[src/rtl/pc_sequencer.sv]
// Program-counter register and next-PC sequencer for the single-cycle MIPS core.
// Handles stall holding, deferred redirects and a sticky fault on illegal fetch addresses.
module pc_sequencer #(
    parameter logic [31:0] RESET_PC = 32'h0000_3000,
    parameter logic [31:0] IM_BASE  = 32'h0000_3000,
    parameter int unsigned IM_WORDS = 4096
) (
    input  logic        clk_i,
    input  logic        reset_i,
    input  logic        stall_i,
    input  logic [1:0]  npc_op_i,
    input  logic        br_taken_i,
    input  logic [15:0] imm16_i,
    input  logic [25:0] instr_index_i,
    input  logic [31:0] rs_data_i,
    output logic [31:0] pc_o,
    output logic [31:0] pc4_o,
    output logic        redirect_pending_o,
    output logic        fetch_fault_o,
    output logic [31:0] fault_addr_o,
    output logic [31:0] commit_count_o
);

    // 33-bit exclusive upper bound so IM_BASE + 4*IM_WORDS cannot wrap.
    localparam logic [32:0] ImLimit = {1'b0, IM_BASE} + (33'(IM_WORDS) << 2);

    typedef enum logic [1:0] {StRun, StHold, StFault} state_e;

    state_e      state_q;
    logic [31:0] pc_q;
    logic [31:0] hold_q;
    logic [31:0] fault_addr_q;
    logic [31:0] count_q;

    logic [31:0] pc4;
    logic [31:0] br_target;
    logic [31:0] j_target;
    logic [31:0] new_target;
    logic [31:0] commit_target;
    logic        redirect;
    logic        legal;

    always_comb begin
        pc4       = pc_q + 32'd4;
        br_target = pc4 + {{14{imm16_i[15]}}, imm16_i, 2'b00};
        j_target  = {pc_q[31:28], instr_index_i, 2'b00};
        redirect  = npc_op_i[1] | ((npc_op_i == 2'b01) & br_taken_i);

        new_target = pc4;
        unique case (npc_op_i)
            2'b00: new_target = pc4;
            2'b01: new_target = br_taken_i ? br_target : pc4;
            2'b10: new_target = j_target;
            2'b11: new_target = rs_data_i;
        endcase

        // While holding, the deferred redirect is the only candidate.
        commit_target = (state_q == StHold) ? hold_q : new_target;
        legal = (commit_target[1:0] == 2'b00) && (commit_target >= IM_BASE) &&
                ({1'b0, commit_target} < ImLimit);
    end

    always_ff @(posedge clk_i) begin
        if (reset_i) begin
            state_q      <= StRun;
            pc_q         <= RESET_PC;
            hold_q       <= 32'd0;
            fault_addr_q <= 32'd0;
            count_q      <= 32'd0;
        end else begin
            case (state_q)
                StRun: begin
                    if (!stall_i) begin
                        if (legal) begin
                            pc_q    <= commit_target;
                            count_q <= count_q + 32'd1;
                        end else begin
                            fault_addr_q <= commit_target;
                            state_q      <= StFault;
                        end
                    end else if (redirect) begin
                        hold_q  <= new_target;
                        state_q <= StHold;
                    end
                end
                StHold: begin
                    if (!stall_i) begin
                        if (legal) begin
                            pc_q    <= commit_target;
                            count_q <= count_q + 32'd1;
                            state_q <= StRun;
                        end else begin
                            fault_addr_q <= commit_target;
                            state_q      <= StFault;
                        end
                    end
                end
                StFault: state_q <= StFault;
                default: state_q <= StFault;
            endcase
        end
    end

    assign pc_o               = pc_q;
    assign pc4_o              = pc4;
    assign redirect_pending_o = (state_q == StHold);
    assign fetch_fault_o      = (state_q == StFault);
    assign fault_addr_o       = fault_addr_q;
    assign commit_count_o     = count_q;

endmodule

[config.mk]
export PLATFORM = sky130hd
export DESIGN_NAME = pc_sequencer
export DESIGN_NICKNAME = d
export VERILOG_FILES = /design/src/rtl/pc_sequencer.sv
export SDC_FILE = /design/constraint.sdc
export NUM_CORES = 1
export LEC_CHECK = 0
export BUFFER_PORTS_ARGS = -buffer_cell sky130_fd_sc_hd__buf_2
export CAP_MARGIN = 40
export CORE_MARGIN = 3
export CORE_UTILIZATION = 33
export CTS_CLUSTER_DIAMETER = 100
export DETAILED_ROUTE_END_ITERATION = 16
export HOLD_SLACK_MARGIN = 0.02
export PLACE_DENSITY = 0.52
export SLEW_MARGIN = 20
export SYNTH_ARGS = -nofsm -noshare
export SYNTH_HDL_FRONTEND = slang
export SYNTH_SLANG_ARGS = --single-unit
[constraint.sdc]
create_clock -name clk_i -period 8.6 [get_ports clk_i]
set_clock_uncertainty 0.15 [all_clocks]
set_input_delay 1.29 -clock clk_i [delete_from_list [all_inputs] [get_ports clk_i]]
set_output_delay 1.29 -clock clk_i [all_outputs]
set_load 0.005 [all_outputs]
==> results by stage, run 1 <==
Run status:
- The flow ran to the end, and the final reports show no timing, DRC or antenna violations.

Setup path:
- STA puts the critical path data arrival time at 7.20 ns.
- Of all nets on the critical path, the largest fanout is 22.
- The worst setup path is of the register to register kind.
- The critical path required time is 8.76 ns.
- The register-to-register setup slack is 1.55 ns.
- The kind of capture point of the worst setup path is a register.
- The worst setup path is launched from a register.

Clocking:
- The buffer depth of the longest clock path is 2.
- The number of clock sinks is 130.
- The count of H-tree levels built during CTS is 4.
- The tree is rooted in a sky130_fd_sc_hd__clkbuf_16.
- Post-CTS timing repair inserted 0 buffers for setup.
- Once the clock tree was built, the resizer swapped 0 gates to a different size.
- The count of hold buffers inserted by post-cts repair is 0.
- TritonCTS created 17 clock buffers.
- The clock-pin slew on the worst setup and hold paths is 0.06 ns.
- The later pin in the worst-skew pair is clocked with a latency of 0.42 ns.
- The TritonCTS clock tree is yes.

Yosys:
- The number of warnings issued by yosys is 0.
- The area share of the largest cell type after synthesis is 0.273.
- The average instance in the mapped netlist occupies 7.44 µm².
- The number of enable-type register cells in the synthesized netlist is 0.
- The count of unique library cells instantiated by Yosys is 81.
- The synthesized netlist occupies a cell area of 9540 µm².
- In the synthesized netlist the dominant register cell turns out to be sky130_fd_sc_hd__dfxtp_1.
- Of the synthesized area, sequential elements account for 0.273.
- By instance count, the leading cell after synthesis is sky130_fd_sc_hd__nand2_1.
- Counting instances in the post-synthesis netlist gives the leading cell types as 176 x sky130_fd_sc_hd__nand2_1, 130 x sky130_fd_sc_hd__dfxtp_1, 118 x sky130_fd_sc_hd__a21oi_1, 115 x sky130_fd_sc_hd__nor2_1, 69 x sky130_fd_sc_hd__clkbuf_1.
- The synthesized design spends more area on one cell type than any other, namely sky130_fd_sc_hd__dfxtp_1.
- Of all flip-flops after synthesis, the portion carrying an async set or reset was 0.
- Yosys attributes the largest share of cell area to sky130_fd_sc_hd__dfxtp_1 27%, sky130_fd_sc_hd__nand2_1 6.9%, sky130_fd_sc_hd__a21oi_1 6.2%.
- Counting flops and latches in the post-synthesis netlist gives 130.
- The post-synth net total is 1,396.
- After technology mapping, the gate count stands at 1,282.

Floorplan:
- The core outline area is 28,200 µm².
- The floorplan step set the die height to 176 µm.
- After floorplanning, the core was divided into 61 placement rows.
- The die width is 176 µm.
- The initial utilization of the core area, before any placement, comes to 0.339.
- The top-level port count is 210.
- The floorplan step defined a die boundary enclosing 31,000 µm².

Place:
- The count of input and output buffers is 209.
- In this run, placement finished with an instance count of 1,806.
- Routability-driven placement finished with a final weighted congestion of 0.942.
- Before CTS, the worst setup slack after placement is 1.82 ns.
- Detailed placement ended at an HPWL of 30.6 mm.

Drt:
- Across all layers, the routed design uses 10,600 vias.
- For this run, design rule violations remaining after detail routing come to 0.
- The final routed wirelength across all metal layers is 39.9 mm.
- In the routed layout, each cell is associated on average with a via count of 5.73.
- The first detailed-routing pass ran for 5 iterations.
- The number of nets with antenna violations after detailed routing is 0.
- In the final routed layout, each cell accounts on average for 21.7 µm.
- The detailed router finished its first iteration with 1,016 violations.

Timing:
- After layout, the minimum clock period comes to 7.05 ns.
- The maximum clock frequency is 142 MHz.
- Of the available clock period, the critical path in the final layout requires 0.820.
- The final hold violation count was 0.
- The number of pins with negative max-slew slack in the final report is 0.
- The final critical-path setup slack is 1.55 ns.
- Summed over all failing endpoints, the final setup total negative slack is 0 ns.
- Setup repair after global routing left no endpoint under its margin.
- Setup violations remaining at the end of the flow were counted as 0.
- The worst slew slack as a fraction of its limit is 0.394.
- For the pin with the worst max-slew slack, the measured transition is 0.902 ns.

Final layout:
- In the final layout, the share of cells above drive strength 1 is 0.216.
- The area used by multi-input combinational logic is 6490 µm².
- The final non-filler cell total is 1,842.
- The post-layout net count is 1,563.
- The sequential cells in the finished layout cover a total of 2600 µm².
- The layout filler cell count is 2,982.
- Compared with the post-synthesis result, the final layout area differs by 20.8%.
- The post-layout utilization of the core is 0.409.

Global routing:
- Across every metal layer, demand over resource in global routing totals 0.250.
- The initial antenna violation count is 2.
- For this run the aggregate overflow at the end of global routing stands at 0.
- The first global-routing pass estimated 60.1 mm of wire.
- The number of global-route vias before repair is 9,818.
- The maximum number of pins on one net before global-route repair is 70.

Hold path:
- The worst hold path class is register to register.

Power and ir drop:
- The maximum resistive drop on vdd is 0.106 mV.
- In this run the static leakage power is 0.00507 µW.
- The power per unit of standard cell area is 144 nW/µm².

Job:
- The reported max-cap violation count is 0.
## placed cells by master (no fill, tap or decap), types with 27 or more instances in the layout
master and instances:
sky130_fd_sc_hd__buf_2 210, sky130_fd_sc_hd__nand2_1 176, sky130_fd_sc_hd__dfxtp_1 130, sky130_fd_sc_hd__a21oi_1 118
sky130_fd_sc_hd__nor2_1 115, sky130_fd_sc_hd__o21ai_0 63, sky130_fd_sc_hd__nand3_1 45, sky130_fd_sc_hd__and3_1 41
sky130_fd_sc_hd__mux2i_1 37, sky130_fd_sc_hd__ha_1 33, sky130_fd_sc_hd__xnor2_1 29, sky130_fd_sc_hd__inv_1 27
## registers in the layout (all words and copies together) (netlist names)
signal,count
fault_addr_o,32
state_q,2
hold_q,32
commit_count_o,32
pc_o,32
## metal layers
metal	vias up	wire length, µm	part of all wire	GRT usage
met5	-	0	0	0
met4	0	1260	0.032	0.0845
met3	63	2930	0.073	0.0508
met2	430	18100	0.45	0.395
met1	4999	17600	0.44	0.342
li1	5067	-	-	-
## final timing paths
path / start / end / cells after the start
worst max-delay path: pc_o[7] / fault_addr_o[9] / 17
worst max register to register: pc_o[7] / fault_addr_o[9] / 17
worst min register to register: hold_q[11] / hold_q[11] / 2
worst min-delay path: hold_q[11] / hold_q[11] / 2
## final cells by class
cell class / count / share of cell area
inverters: 29 / 0.00945
well taps: 378 / 0.0411
repair buffers: 234 / 0.108
clock inverters: 15 / 0.0143
flip-flops and latches: 130 / 0.226
diodes: 2 / 0.000435
multi-input cells: 1037 / 0.563
clock buffers: 17 / 0.0369
## logic make-up (layout without fill, tap and decap cells)
group                    after synthesis  after routing  share of synthesized area
other                                  0              2                          0
buffers and inverters                115            295                     0.0482
adder cells (fa/ha/maj)               34             34                     0.0454
XOR/XNOR                              47             47                     0.0432
AO/OA/AOI/OAI                        353            353                      0.242
multiplexers                          57             57                     0.0629
AND/OR/NAND/NOR                      546            546                      0.286
flip-flops                           130            130                      0.273
## stage by stage
stage / hold slack [ns] / power (µW) / instance area [µm²]
CTS: 0.301 / 1660 / 11500
global route: 0.323 / 1720 / 11500
floorplan: 0.282 / 815 / 9540
detailed placement: 0.292 / 923 / 10900
finish: 0.304 / 1650 / 11500
global placement: 0.290 / 924 / 10900
## worst max-delay path, stage by stage, from the launching register on
cell	delay (ns)
sky130_fd_sc_hd__dfxtp_1	0.46
sky130_fd_sc_hd__and4_1	0.33
sky130_fd_sc_hd__nand2_1	0.21
sky130_fd_sc_hd__nor3_1	0.29
sky130_fd_sc_hd__xor2_1	0.60
sky130_fd_sc_hd__ha_1	0.48
sky130_fd_sc_hd__a21oi_1	0.35
sky130_fd_sc_hd__o21ai_0	0.38
sky130_fd_sc_hd__a221o_1	0.45
sky130_fd_sc_hd__and3_1	0.24
sky130_fd_sc_hd__o21ai_0	0.32
sky130_fd_sc_hd__nand3b_4	0.14
sky130_fd_sc_hd__a2111oi_1	0.43
sky130_fd_sc_hd__nand4_1	0.25
sky130_fd_sc_hd__or3_1	0.70
sky130_fd_sc_hd__nand2_1	0.49
sky130_fd_sc_hd__buf_4	0.32
sky130_fd_sc_hd__mux2_2	0.35
## power breakdown
| part | total [µW] | internal [µW] | leakage, µW | switching [µW] |
|---|---|---|---|---|
| Combinational | 280 | 101 | 0.00373 | 179 |
| Clock | 738 | 412 | 0.000284 | 325 |
| Sequential | 635 | 622 | 0.00106 | 12.4 |
| Total | 1650 | 1140 | 0.00507 | 517 |
Note: power is estimated with default switching activity, not from simulation.
==> inputs of run 2 (changes only) <==
==> constraint.sdc (replaced) <==
create_clock -name clk_i -period 7.4 [get_ports clk_i]
set_clock_uncertainty 0.15 [all_clocks]
set_input_delay 1.11 -clock clk_i [delete_from_list [all_inputs] [get_ports clk_i]]
set_output_delay 1.11 -clock clk_i [all_outputs]
set_load 0.005 [all_outputs]
==> run 2 against run 1 <==
  * Non-clock buffer count rose by 10
  * Power rose by 15%
  * Combinational power rose by 15%
  * Largest power group unchanged
  * Register-to-register slack got worse by 0.85 ns
  * Critical path type unchanged
  * Utilization rose by 0.098 points
  * Largest cell class unchanged
  * Global-route usage fell by 0.43 points
==> results by stage, run 2 (same netlist as run 1, synthesis figures left out) <==
Run status:
- The run finished with clean final reports.

Drt:
- The pre-antenna-repair detailed-routing pass consisted of 5 iterations.
- The amount of wire on met2 after detailed routing is 17.6 mm.
- The highest layer touched by signal routing is met4.
- The final routed wirelength across all metal layers is 39.0 mm.
- The routed length per placed instance is 21.1 µm.
- After detailed routing, the number of vias per cell comes to 5.67.
- The detailed router finished its first iteration with 881 violations.
- Once detail routing completed, the nets flagged for antenna violations numbered 0.
- In the routed design, unresolved DRC markers number 0.
- The total number of vias is 10,500.
- The sum of met3 wire segment lengths after detailed routing is 2.30 mm.
- The length of routed wiring on met1 is 17.9 mm.

Setup path:
- Traced cell by cell, the critical path runs through nand4_1 -> nor4_1 -> clkbuf_2 -> nand2_1 -> xnor2_1 -> ha_1 -> and4_1 -> and2_1 -> a31oi_1 -> a31oi_1 -> and3_1 -> a211oi_1 -> nand2_1 -> a221o_1 -> or4b_1 -> nor4_1 -> mux2_1.
- The type of origin of the critical path is a register.
- STA puts the critical path data required time at 7.55 ns.
- On the critical path the largest part of the delay comes from simple AND/OR/NAND/NOR gates.
- The reg-to-reg critical path endpoint is commit_count_o[22].
- The largest fanout of any net on the critical path is 19.
- The number of cells on the worst reg-to-reg path is 17.
- Together, buffers and inverters on the worst path number 1.
- STA puts the critical path data arrival time at 6.85 ns.
- The kind of capture point of the worst setup path is a register.
- The register-to-register setup slack is 0.70 ns.
- The worst flop-to-flop path startpoint is pc_o[12].
- The largest incremental delay on the critical path is 0.79 ns.
- The worst setup path is of the register to register kind.
- The slowest stage of the critical path is the sky130_fd_sc_hd__or4b_1 cell.

Final layout:
- Of the cells placed in the final design, the portion with a size suffix greater than 1 is 0.219.
- The final cell area excluding filler cells is 11,500 µm².
- In the layout the commonest cells are 209 x sky130_fd_sc_hd__buf_2, 176 x sky130_fd_sc_hd__nand2_1, 130 x sky130_fd_sc_hd__dfxtp_1.
- The area added between synthesis and finish is 21.0%.
- The area taken by flip-flops and latches is 2600 µm².
- Leaving out fill and tap cells, the most frequent cell in the layout is sky130_fd_sc_hd__buf_2.
- The layout has 3,015 filler cells.
- After the last flow step, the layout net total stands at 1,573.
- In the final layout, the multi-input gates occupy 6480 µm².
- Leaving out filler cells and counting taps, the final layout contains 1,852.

Clocking:
- The root cell of the clock tree is sky130_fd_sc_hd__clkbuf_16.
- The buffer depth of the longest clock path is 2.
- TritonCTS built the clock tree.
- The count of hold buffers inserted by post-cts repair is 0.
- For the worst-skew pair, the clock arrives at the later sink with an insertion delay of 0.42 ns.
- The number of clock buffers added by TritonCTS is 17.
- Clock tree synthesis found a total of 130 sinks.
- The clock-pin slew on the worst setup and hold paths is 0.06 ns.
- The post-CTS repair timing setup buffer count is 0.
- The count of H-tree levels built during CTS is 4.
- After clock tree synthesis, the repair step resized 0 gates.

Power and ir drop:
- The leakage power of the design is 0.00509 µW.
- Of the total power, combinational logic draws 0.170.
- The clock power share is 0.442.
- The switching power total is 584 µW.
- The power per unit of standard cell area is 165 nW/µm².
- The design draws 1900 µW.
- The internal portion of the total power is 1320 µW.
- The switching part of the total power is 0.307.
- IR analysis of the VDD net gives a maximum drop of 0.115 mV.
- Of the total power, registers draw 0.388.

Floorplan:
- The die width is 176 µm.
- Row generation in the floorplan step produced 61 rows.
- In this run the count of I/O pins placed on the die edge is 210.
- For this configuration, the core starts out at a cell density of 0.339.
- The core region is 28,200 µm².
- The height of the die is 176 µm.
- The die covers 31,000 µm².

Global routing:
- Global routing finished with a remaining overflow of 0.
- The number of global-route vias before repair is 9,870.
- The initial antenna violation count is 2.
- The maximum number of pins on one net before global-route repair is 70.
- The overall track demand over capacity in global routing is 0.246.
- The global-route wire length before repair is 59.3 mm.

Place:
- The count of input and output buffers is 209.
- The number of placed instances, taps included, is 1,817.
- The worst setup timing slack at the placement stage is 0.495 ns.
- The routability congestion estimate from global placement is 0.972.
- The half-perimeter wire length after detailed placement is 30.0 mm.
- The area after detailed placement is 11,000 µm².

Hold path:
- The worst hold path class is register to register.
- The worst hold path startpoint is hold_q[11].
- The worst-case hold path end point is hold_q[11].
- The worst hold path cell count is 2.

Timing:
- Timing would allow up to 149 MHz.
- The total negative slack for setup checks is 0 ns.
- The number of pins with negative max-slew slack in the final report was 0.
- After layout, the worst setup slack is 0.701 ns.
- The final hold violation count is 0.
- At the pin with the least slew margin, the transition time is 0.922 ns.
- Headroom to the max-slew limit came out at 0.377.
- Counting I/O delays and the setup requirement, the final critical path takes 6.70 ns.
- Setup repair after global routing left no endpoint under its margin.
- Setup violations remaining at the end of the flow were counted as 0.
- The period utilization is 0.905.

Job:
- Max-cap violations in this run came to 0.
==> run 2: area by class of cell <==
type                    count  area share
repair buffers            244       0.113
clock buffers              18      0.0372
flip-flops and latches    130       0.225
multi-input cells        1037       0.561
clock inverters            14      0.0126
well taps                 378      0.0410
inverters                  29     0.00943
diodes                      2    0.000434
==> run 2: worst max path at each step <==
| stage | startpoint | endpoint | slack (ns) | cells after the start |
|---|---|---|---|---|
| floorplan | pc_o[19] | commit_count_o[22] | 2.04 | 19 |
| finish | pc_o[12] | commit_count_o[22] | 0.70 | 17 |
| global route | pc_o[12] | fault_addr_o[10] | 0.43 | 19 |
| detailed placement | pc_o[12] | commit_count_o[22] | 0.49 | 16 |
| CTS | pc_o[12] | commit_count_o[22] | 0.46 | 16 |
| global placement | pc_o[12] | commit_count_o[22] | 0.09 | 16 |
==> run 2: tightest hold or removal path: stages, from the launching register on <==
cell,delay (ns)
sky130_fd_sc_hd__dfxtp_1,0.31
sky130_fd_sc_hd__nand2_1,0.05
sky130_fd_sc_hd__a21oi_1,0.05
==> run 2: metal layers <==
layer / GRT usage / up-vias
li1: - / 5080
met1: 0.343 / 4989
met3: 0.0391 / 55
met5: 0 / -
met4: 0.0878 / 0
met2: 0.385 / 380
==> run 2: power by group through the flow <==
stage,Sequential (µW),Combinational (µW),Clock (µW)
after global placement,753,317,0
after global routing,740,354,894
after floorplan,751,197,0
after detailed placement,753,320,0
after CTS,737,321,857
final,737,323,840
==> run 2: stage by stage <==
stage | hold WS (ns) | util
global placement | 0.290 | 0.388
floorplan | 0.282 | -
global route | 0.322 | 0.410
CTS | 0.304 | 0.409
finish | 0.305 | 0.410
detailed placement | 0.295 | 0.389
==> inputs of run 3 (changes only) <==
--- a/config.mk
+++ b/config.mk
@@ -8,11 +8,11 @@
 export BUFFER_PORTS_ARGS = -buffer_cell sky130_fd_sc_hd__buf_2
 export CAP_MARGIN = 40
 export CORE_MARGIN = 3
-export CORE_UTILIZATION = 33
+export CORE_UTILIZATION = 50
 export CTS_CLUSTER_DIAMETER = 100
 export DETAILED_ROUTE_END_ITERATION = 16
 export HOLD_SLACK_MARGIN = 0.02
-export PLACE_DENSITY = 0.52
+export PLACE_DENSITY = 0.73
 export SLEW_MARGIN = 20
 export SYNTH_ARGS = -nofsm -noshare
 export SYNTH_HDL_FRONTEND = slang
==> constraint.sdc (replaced) <==
create_clock -name clk_i -period 7.6 [get_ports clk_i]
set_clock_uncertainty 0.15 [all_clocks]
set_input_delay 1.14 -clock clk_i [delete_from_list [all_inputs] [get_ports clk_i]]
set_output_delay 1.14 -clock clk_i [all_outputs]
set_load 0.005 [all_outputs]
==> run 3 against run 2 <==
  * Wire length shrank 6.1%
  * Final cell count shrank 8.4%
  * Clock power increased by 5.2%
  * Sequential share of layout area rose by 0.33 points
  * Global-route usage increased by 9.8 points
  * Die area down 33%
  * Cell area down 1.5%
  * Critical path depth is 1 lower
  * Critical path type unchanged
  * Largest cell class unchanged
==> results by stage, run 3 (same netlist as run 1, synthesis figures left out) <==
Drt:
- Wires add up to 36.7 mm.
- In the final routed layout, each cell accounts on average for 21.6 µm.
- For this block, the via count after detailed routing is 10,800.
- The first routing iteration left 1,110 violations.
- Using the TritonRoute via totals, the vias-per-cell ratio works out to 6.37.
- The detailed-route DRC error count is 0.
- The first TritonRoute pass finished after 7 iterations.
- In this run the remaining antenna-violating nets after routing total 0.

Timing:
- After layout, the minimum clock period comes to 6.75 ns.
- The final hold violation count is 0.
- Based on the critical path, the design can be clocked at up to 148 MHz.
- For the pin with the worst max-slew slack, the measured transition is 1.02 ns.
- The number of setup violations in the final report is 0.
- Setup repair after global routing left no endpoint under its margin.
- The period utilization is 0.889.
- The total negative slack for setup checks is 0 ns.
- The number of pins with negative max-slew slack in the final report is 0.
- The worst slew slack as a fraction of its limit is 0.313.

Power and ir drop:
- The overall power is 1920 µW.
- The power share of the combinational group is 0.163.
- In this run the power spent charging and discharging nets is 565 µW.
- The power per unit of standard cell area is 168 nW/µm².
- Of the total power, the clock network draws 0.462.
- Of the total power, the share spent switching nets is 0.295.
- IR analysis of the VDD net gives a maximum drop of 0.183 mV.
- Of the total power, registers draw 0.375.
- For this design the static power due to leakage is 0.00511 µW.
- The internal power of the cells is 1350 µW.

Final layout:
- The layout filler cell count is 1,701.
- The library cells used most frequently in the layout, excluding fill and tap cells, are 210 x sky130_fd_sc_hd__buf_2, 176 x sky130_fd_sc_hd__nand2_1, 130 x sky130_fd_sc_hd__dfxtp_1.
- The library cell used most frequently in the layout, excluding fill and tap cells, is sky130_fd_sc_hd__buf_2.
- The fraction of layout cells with a size suffix above 1 is 0.217.
- The area added between synthesis and finish is 19.3%.
- The post-layout net count is 1,566.

Clocking:
- CTS placed an instance of sky130_fd_sc_hd__clkbuf_16 at the clock tree root.
- The buffer depth of the longest clock path is 2.
- Post-CTS repair changed the size of 0 cells.
- The count of H-tree levels built during CTS is 4.
- CTS saw 130 sinks.
- The count of hold buffers inserted by post-cts repair is 0.
- The later pin in the worst-skew pair is clocked with a latency of 0.44 ns.
- The number of buffers added by the clock tree synthesis step is 17.
- The post-CTS repair timing setup buffer count is 0.
- The TritonCTS clock tree is yes.
- The clock-pin slew on the worst setup and hold paths is 0.06 ns.

Job:
- Max-cap violations in this run came to 0.

Floorplan:
- In this run the core area contains 49 standard-cell rows.
- The die area is 20,800 µm².
- For this design the top-level I/O count stands at 210.
- The height of the die is 144 µm.
- The core outline area is 18,300 µm².
- The initial cell density of the core is 0.520.
- The die width is 144 µm.

Global routing:
- The maximum number of pins on one net before global-route repair is 70.
- The global-route wire length before repair is 55.6 mm.
- The number of global-route vias before repair is 9,885.
- After global routing the overflow that remains totals 0.
- The overall track demand over capacity in global routing is 0.344.
- The initial antenna violation count is 0.

Setup path:
- The arrival time reported for the critical path endpoint is 6.92 ns.
- The critical path required time is 7.76 ns.
- The startpoint identified for the worst register-to-register timing path is pc_o[7].
- The kind of capture point of the worst setup path is a register.
- The worst setup path is launched from a register.
- The worst setup path startpoint is pc_o[7].
- The critical path ends at commit_count_o[23].
- By startpoint and endpoint, the worst setup path is classified as register to register.
- The path depth of the worst reg2reg path is 16.
- The reg-to-reg critical path endpoint is commit_count_o[23].
- In this run the register-to-register setup slack is 0.85 ns.
- Of all nets on the critical path, the largest fanout is 19.

Hold path:
- The worst hold path cell count is 2.
- The worst hold path begins at hold_q[11].
- The worst hold path belongs to the class register to register.

Place:
- The routability congestion estimate from global placement is 1.00.
- The HPWL after detailed placement is 27.3 mm.
- In this run the tool buffered the top-level ports with 209 buffer cells.

Run status:
- The run finished with clean final reports.
run 3: layout make-up:
cell class / instances / area (µm²) / share of cell area
Timing Repair Buffer: 237 / 1270 / 0.112
Clock buffer: 19 / 443 / 0.0389
Sequential cell: 130 / 2600 / 0.229
Inverter: 29 / 109 / 0.00957
Multi-Input combinational cell: 1037 / 6480 / 0.570
Antenna cell: 2 / 5.00 / 0.000440
Clock inverter: 13 / 173 / 0.0152
Tap cell: 229 / 287 / 0.0252
run 3: power by group through the flow:
stage | logic [µW] | clock network [µW] | registers (µW)
6_report | 313 | 884 | 718
3_3_place_gp | 298 | 0 | 732
3_5_place_dp | 303 | 0 | 732
2_1_floorplan | 191 | 0 | 731
4_1_cts | 305 | 882 | 718
5_1_grt | 338 | 911 | 720
run 3: layer usage:
layer	vias up	track usage	wire length, µm
met2	630	0.533	16300
met4	0	0.166	1640
li1	5069	-	-
met5	-	0	0
met3	103	0.0665	3510
met1	4994	0.461	15200
run 3: how the worst min path moves through the flow:
stage                      end  slack (ns)
finish              hold_q[11]        0.30
CTS                 hold_q[11]        0.30
global route         hold_q[5]        0.32
floorplan           hold_q[11]        0.28
global placement    hold_q[11]        0.29
detailed placement  hold_q[11]        0.29
run 3: worst max-delay path: stages (launching register included):
cell	delay, ns
sky130_fd_sc_hd__dfxtp_1	0.47
sky130_fd_sc_hd__and4_1	0.33
sky130_fd_sc_hd__nand2_1	0.21
sky130_fd_sc_hd__nor3_1	0.28
sky130_fd_sc_hd__xor2_1	0.51
sky130_fd_sc_hd__ha_1	0.44
sky130_fd_sc_hd__a21oi_1	0.34
sky130_fd_sc_hd__o21ai_0	0.35
sky130_fd_sc_hd__a221o_1	0.42
sky130_fd_sc_hd__and3_1	0.25
sky130_fd_sc_hd__o21ai_0	0.39
sky130_fd_sc_hd__nand3b_4	0.15
sky130_fd_sc_hd__a2111oi_1	0.47
sky130_fd_sc_hd__nand4_1	0.27
sky130_fd_sc_hd__or4b_1	0.85
sky130_fd_sc_hd__nor4_1	0.37
sky130_fd_sc_hd__mux2_2	0.39
run 3: through the flow:
| stage | std cells | utilization | hold slack [ns] | setup WS (ns) | instance area [µm²] |
|---|---|---|---|---|---|
| final | 1696 | 0.620 | 0.300 | 0.845 | 11400 |
| after floorplan | 1282 | - | 0.282 | 2.24 | 9540 |
| after detailed placement | 1662 | 0.587 | 0.292 | 1.17 | 10800 |
| after CTS | 1694 | 0.620 | 0.300 | 1.13 | 11400 |
| after global placement | 1656 | 0.583 | 0.288 | 0.420 | 10700 |
| after global routing | 1694 | 0.620 | 0.316 | 0.629 | 11400 |
